File: config.mk
export PLATFORM = sky130hd
export DESIGN_NAME = fft_bitrev_reorder_flat
export DESIGN_NICKNAME = d
export VERILOG_FILES = /design/src/rtl/fft_pkg.sv /design/src/rtl/fft_bitrev_reorder_if.sv /design/src/rtl/bit_reversal.sv /design/src/rtl/fft_bitrev_reorder.sv /design/src/flat_wrapper.sv
export SDC_FILE = /design/constraint.sdc
export NUM_CORES = 1
export LEC_CHECK = 0
export ABC_CLOCK_PERIOD_IN_PS = 5700
export CORE_ASPECT_RATIO = 1.2
export CORE_MARGIN = 5
export CORE_UTILIZATION = 54
export DETAILED_ROUTE_END_ITERATION = 16
export PLACE_DENSITY = 0.72
export SLEW_MARGIN = 20
export SYNTH_ARGS = -nofsm -noshare
export SYNTH_HDL_FRONTEND = slang
export SYNTH_SLANG_ARGS = --single-unit
File: constraint.sdc
create_clock -name clk -period 5.7 [get_ports clk]
set_clock_uncertainty 0.2 [all_clocks]
set_input_delay 1.14 -clock clk [delete_from_list [all_inputs] [get_ports clk]]
set_output_delay 1.14 -clock clk [all_outputs]
set_load 0.03 [all_outputs]
File: src/rtl/fft_pkg.sv
// Shared FFT definitions: frame size, sample width default and the bit-reversal helper
// used by the FFT datapath and the output reorder buffer.
package fft_pkg;

    localparam int FFT_N          = 16;
    localparam int LOG2N          = $clog2(FFT_N);
    localparam int DEFAULT_DATA_W = 16;

    function automatic logic [LOG2N-1:0] bitrev(input logic [LOG2N-1:0] idx);
        logic [LOG2N-1:0] rev;
        rev = '0;
        for (int i = 0; i < LOG2N; i++) begin
            rev[i] = idx[LOG2N-1-i];
        end
        return rev;
    endfunction

endpackage

File: src/rtl/fft_bitrev_reorder_if.sv
// Stream bundle around the reorder buffer: bit-reversed input stream and
// natural-order output stream with index/last side-band.
interface fft_bitrev_reorder_if #(
    parameter int DATA_W = 16,
    parameter int IDX_W  = 4
);
    logic              in_valid;
    logic              in_ready;
    logic [DATA_W-1:0] in_re;
    logic [DATA_W-1:0] in_im;
    logic              out_valid;
    logic              out_ready;
    logic [DATA_W-1:0] out_re;
    logic [DATA_W-1:0] out_im;
    logic [IDX_W-1:0]  out_idx;
    logic              out_last;

    modport master (
        output in_valid, in_re, in_im, out_ready,
        input  in_ready, out_valid, out_re, out_im, out_idx, out_last
    );

    modport slave (
        input  in_valid, in_re, in_im, out_ready,
        output in_ready, out_valid, out_re, out_im, out_idx, out_last
    );

endinterface

File: src/rtl/bit_reversal.sv
// Combinational index bit-reversal for an N-point frame (mirrors fft_pkg::bitrev
// for any power-of-two N).
module bit_reversal #(
    parameter int N = 16
) (
    input  logic [$clog2(N)-1:0] idx_i,
    output logic [$clog2(N)-1:0] rev_o
);
    localparam int W = $clog2(N);

    // Mirror the index bits
    always_comb begin
        rev_o = '0;
        for (int i = 0; i < W; i++) begin
            rev_o[i] = idx_i[W-1-i];
        end
    end

endmodule

File: src/rtl/fft_bitrev_reorder.sv
// Ping-pong frame reorder buffer: writes each bit-reversed frame into one bank at
// bitrev(wc) and replays the other bank in natural order, one sample per cycle.
module fft_bitrev_reorder
    import fft_pkg::*;
#(
    parameter int N      = FFT_N,
    parameter int DATA_W = DEFAULT_DATA_W
) (
    input  logic                 clk,
    input  logic                 rst_n,
    fft_bitrev_reorder_if.slave  bus
);
    localparam int                IDX_W    = $clog2(N);
    localparam logic [IDX_W-1:0]  LAST_IDX = IDX_W'(N - 1);

    logic                wb_q, wb_d;
    logic                rb_q, rb_d;
    logic [IDX_W-1:0]    wc_q, wc_d;
    logic [IDX_W-1:0]    rc_q, rc_d;
    logic [1:0]          full_q, full_d;
    logic [IDX_W-1:0]    wr_addr;
    logic                wr_en;
    logic                rd_en;
    logic [2*DATA_W-1:0] rd_word;
    logic [2*DATA_W-1:0] mem_q [2][N];

    bit_reversal #(.N(N)) u_bitrev (
        .idx_i (wc_q),
        .rev_o (wr_addr)
    );

    // Handshakes depend only on the full flags, never on in_valid/out_ready
    assign bus.in_ready  = ~full_q[wb_q];
    assign bus.out_valid = full_q[rb_q];
    assign wr_en         = bus.in_valid & ~full_q[wb_q];
    assign rd_en         = full_q[rb_q] & bus.out_ready;

    assign rd_word      = mem_q[rb_q][rc_q];
    assign bus.out_re   = rd_word[2*DATA_W-1:DATA_W];
    assign bus.out_im   = rd_word[DATA_W-1:0];
    assign bus.out_idx  = rc_q;
    assign bus.out_last = (rc_q == LAST_IDX);

    // Pointer, counter and full-flag next state; a bank can only be set while
    // it is the write bank and cleared while it is the read bank, so both
    // frame-end events may land in the same cycle.
    always_comb begin
        wc_d   = wc_q;
        wb_d   = wb_q;
        rc_d   = rc_q;
        rb_d   = rb_q;
        full_d = full_q;
        if (wr_en) begin
            wc_d = wc_q + IDX_W'(1);
            if (wc_q == LAST_IDX) begin
                full_d[wb_q] = 1'b1;
                wb_d         = ~wb_q;
            end else begin
                wb_d = wb_q;
            end
        end else begin
            wc_d = wc_q;
        end
        if (rd_en) begin
            rc_d = rc_q + IDX_W'(1);
            if (rc_q == LAST_IDX) begin
                full_d[rb_q] = 1'b0;
                rb_d         = ~rb_q;
            end else begin
                rb_d = rb_q;
            end
        end else begin
            rc_d = rc_q;
        end
    end

    // Control state registers
    always_ff @(posedge clk or negedge rst_n) begin
        if (!rst_n) begin
            wb_q   <= 1'b0;
            rb_q   <= 1'b0;
            wc_q   <= '0;
            rc_q   <= '0;
            full_q <= 2'b00;
        end else begin
            wb_q   <= wb_d;
            rb_q   <= rb_d;
            wc_q   <= wc_d;
            rc_q   <= rc_d;
            full_q <= full_d;
        end
    end

    // Sample storage; cleared on reset so idle outputs read as zero
    always_ff @(posedge clk or negedge rst_n) begin
        if (!rst_n) begin
            for (int b = 0; b < 2; b++) begin
                for (int i = 0; i < N; i++) begin
                    mem_q[b][i] <= '0;
                end
            end
        end else if (wr_en) begin
            mem_q[wb_q][wr_addr] <= {bus.in_re, bus.in_im};
        end
    end

endmodule

File: src/flat_wrapper.sv
// flat-port wrapper written by rule: the top's interface ports become plain ports
module fft_bitrev_reorder_flat import fft_pkg::*;
#(
    parameter int N      = FFT_N,
    parameter int DATA_W = DEFAULT_DATA_W
)
  (clk, rst_n, bus_in_valid, bus_in_re, bus_in_im, bus_out_ready, bus_in_ready, bus_out_valid, bus_out_re, bus_out_im, bus_out_idx, bus_out_last);
  fft_bitrev_reorder_if #(.DATA_W(DATA_W), .IDX_W(4)) bus_i ();
  input  logic clk;
  input  logic rst_n;
  input wire logic [$bits(bus_i.in_valid)-1:0] bus_in_valid;
  input wire logic [$bits(bus_i.in_re)-1:0] bus_in_re;
  input wire logic [$bits(bus_i.in_im)-1:0] bus_in_im;
  input wire logic [$bits(bus_i.out_ready)-1:0] bus_out_ready;
  output wire logic [$bits(bus_i.in_ready)-1:0] bus_in_ready;
  output wire logic [$bits(bus_i.out_valid)-1:0] bus_out_valid;
  output wire logic [$bits(bus_i.out_re)-1:0] bus_out_re;
  output wire logic [$bits(bus_i.out_im)-1:0] bus_out_im;
  output wire logic [$bits(bus_i.out_idx)-1:0] bus_out_idx;
  output wire logic [$bits(bus_i.out_last)-1:0] bus_out_last;
  assign bus_i.in_valid = bus_in_valid;
  assign bus_i.in_re = bus_in_re;
  assign bus_i.in_im = bus_in_im;
  assign bus_i.out_ready = bus_out_ready;
  assign bus_in_ready = bus_i.in_ready;
  assign bus_out_valid = bus_i.out_valid;
  assign bus_out_re = bus_i.out_re;
  assign bus_out_im = bus_i.out_im;
  assign bus_out_idx = bus_i.out_idx;
  assign bus_out_last = bus_i.out_last;
  fft_bitrev_reorder #(.N(N), .DATA_W(DATA_W)) u_core (.clk(clk), .rst_n(rst_n), .bus(bus_i));
endmodule
==> impl_metrics.yaml <==
place:
  dp_hpwl_um: 69800
  io_buffers: 74
  routabilityCongestion: 0.795
synthesis:
  synth_nets: 3104
  synth-edff-count: 0
  synth_flop_cell: "dfrtp_1"
  synth.area.mux_share_pct: 36.7
  ys_types: 44
  syn_inst: 3063
  yosysWarningCount: 0
  yosys.area_share.simple_pct: 0.940
  synth-xor-area-share_pct: 0.148
  synth-seq-area-share_pct: 54.9
  synthAdderAreaFrac_pct: 0.132
  syn_avg_cell_area_um2: 15.4
  synth_compound_area_share_pct: 3.83
  syn_area_um2: 47300
  synth_top_family_by_area: "multiplexers"
  ys_ff_latch: 1036
  async_flop_share_pct: 100
grt:
  grt_pass1_vias: 29796
  grt_pass1_wl_um: 187000
  grt-ovfl-total: 0
  antenna_found_initial: 3
  grt_max_degree: 171
  grt_usage_pct: 26.1
worst_setup_path:
  crit_arrival_ns: 4.08
  crit_type: "flop to output pin"
  cp_max_fo: 51
  start_kind: "flop"
  cp-end-kind: "output pin"
  critical_path_required_ns: 4.36
timing:
  rsz0062_at_grt: "no"
  max_slew_margin_pct: 24.0
  fin_crit_sh_pct: 95.0
  post-route-min-period_ns: 5.42
  max_freq_mhz: 185
  final_hold_viol_count: 0
  finalSetupTns_ns: 0
  setup_viol: 0
  drv_slew: 0
  worst_slew_pin_slew_ns: 1.14
cells_and_area:
  n_fill_cell: 6457
  final_core_util_pct: 60.5
  syn2layout_area_growth_pct: 10.7
  layout.nets: 3050
  drive_above_1_share_pct: 44.7
drt:
  via_count: 26922
  wl_um: 121000
  drt_iter0_drc: 1954
  wl_per_cell_um: 28.6
  drc: 0
  drt-vias-per-instance: 6.35
  ant_nets: 0
  drtPass1Iterations: 5
clocking:
  clock_sink_count: 1036
  hold_buffers: 0
  cts_buffers: 103
  cts_resized: 0
  cts_buffer_depth: 3
  post_cts_buffers: 0
  clkLatencyLatePin_ns: 0.68
  clk_pin_slew_ns: 0.06
  root_buffer: "clkbuf_16"
  cts_tree: "yes"
  htreeDepth: 3
job:
  maxCapViolCount: 0
floorplan:
  ios: 75
  start_util_pct: 54.6
  dieArea_um2: 93600
  core-area_um2: 86500
  rows: 118
  die_w_um: 280
  fp.dieH_um: 334
power_and_ir_drop:
  pwr_density_cell_nw_per_um2: 483
  ir_worst_vdd_uv: 326
  leakage_uw: 0.0241
run_status:
  status: "complete, no violations"
worst_hold_path:
  hp-class: "flop to flop"
[synth_stat cells, types with 32 or more instances]
master | number | area, um^2
clkbuf_1 | 156 | 586
o221ai_1 | 32 | 280
buf_6 | 33 | 372
mux2i_1 | 190 | 1900
buf_2 | 95 | 475
a221oi_1 | 33 | 289
a22oi_1 | 63 | 473
dfrtp_1 | 1036 | 25900
mux2_2 | 860 | 9680
mux4_2 | 161 | 3630
a21oi_1 | 33 | 165
mux2_4 | 62 | 931
mux2_1 | 104 | 1170
[worst max-delay path, stage by stage (launching register included)]
cell and delay (ns):
dfrtp_4 0.92, buf_4 0.76, mux4_2 0.34, a211oi_1 0.09, a22oi_1 0.48, clkdlybuf4s50_1 0.77
[sequential cells by signal, summed over array words and instances, names as in the netlist]
| name | cells |
|---|---|
| u_core.mem_q | 1024 |
| u_core.bus.out_idx | 4 |
| u_core.rb_q | 1 |
| u_core.wb_q | 1 |
| u_core.wc_q | 4 |
| u_core.full_q | 2 |
[cell type report]
type                    count  area, um^2  share of cell area (%)
multi-input cells        1712       19800                    37.9
clock inverters            36         543                    1.04
repair buffers            151        1500                    2.86
inverters                   5        18.8                  0.0359
flip-flops and latches   1036       25900                    49.6
diodes                      2        5.00                 0.00957
well taps                1140        1430                    2.73
clock buffers             155        3070                    5.88
[report_power, final]
group	switching, uW	internal (uW)
clock	2880	4270
sequential	1090	9110
combinational	4010	3910
total	7980	17300
[metal layers]
metal | wire (um) | GRT usage [%] | up-vias | part of all wire (%)
met1 | 50600 | 35.0 | 14711 | 42
met4 | 4100 | 8.77 | 4 | 3.4
met3 | 5180 | 3.28 | 217 | 4.3
met5 | 27 | 0 | - | 0.022
met2 | 61300 | 44.5 | 656 | 51
li1 | - | - | 11334 | -
[metrics by stage]
step	power, uW	instance area [um^2]	hold WS (ns)	worst slack (ns)	instances
detailed placement	18200	48700	0.271	0.919	4043
floorplan	15400	47300	0.252	2.29	3063
global placement	17900	48700	0.262	0.939	4043
finish	25300	52300	0.283	0.282	4237
global route	26400	52300	0.301	0.188	4235
CTS	25400	52300	0.285	0.194	4234
[worst paths after layout]
path / startpoint / to / slack [ns] / cells past startpoint
min in group asynchronous: rst_n / u_core.mem_q[444]$_DFFE_PN0P_ / 0.30 / 1
worst min register to register: u_core.mem_q[666]$_DFFE_PN0P_ / u_core.mem_q[666]$_DFFE_PN0P_ / 0.28 / 1
worst max register to register: u_core.wb_q$_DFFE_PN0P_ / u_core.mem_q[22]$_DFFE_PN0P_ / 2.11 / 5
worst min-delay path: u_core.mem_q[666]$_DFFE_PN0P_ / u_core.mem_q[666]$_DFFE_PN0P_ / 0.28 / 1
max in group asynchronous: rst_n / u_core.mem_q[431]$_DFFE_PN0P_ / 3.54 / 2
worst max-delay path: u_core.bus.out_idx[0]$_DFFE_PN0P_ / bus_out_im[3] / 0.28 / 5
[cell families (layout without fill, tap and decap cells)]
| group | count (synthesis) | after routing |
|---|---|---|
| other | 0 | 2 |
| DFF | 1036 | 1036 |
| xor gates and xnor gates | 8 | 8 |
| AOI/OAI and AO/OA | 257 | 257 |
| and+or+nand+nor | 64 | 64 |
| adders and majority gates | 5 | 5 |
| muxes | 1378 | 1378 |
| buffers and inverters | 315 | 347 |
[cell usage in the layout, fill, tap and decap left out, drive strengths merged, types with 7 or more instances in the layout]
cell type and n:
a211oi 31, a21oi 33, a221oi 33, a22oi 63, buf 85, bufinv 12, clkbuf 155, clkdlybuf4s50 66
clkinv 20, dfrtp 1036, inv 8, mux2 1026, mux2i 191, mux4 161, nand2 23, nand3 13
nor2 7, o21ai 33, o221ai 32, o22ai 31
No activity file was read; power rests on OpenSTA's default activity.
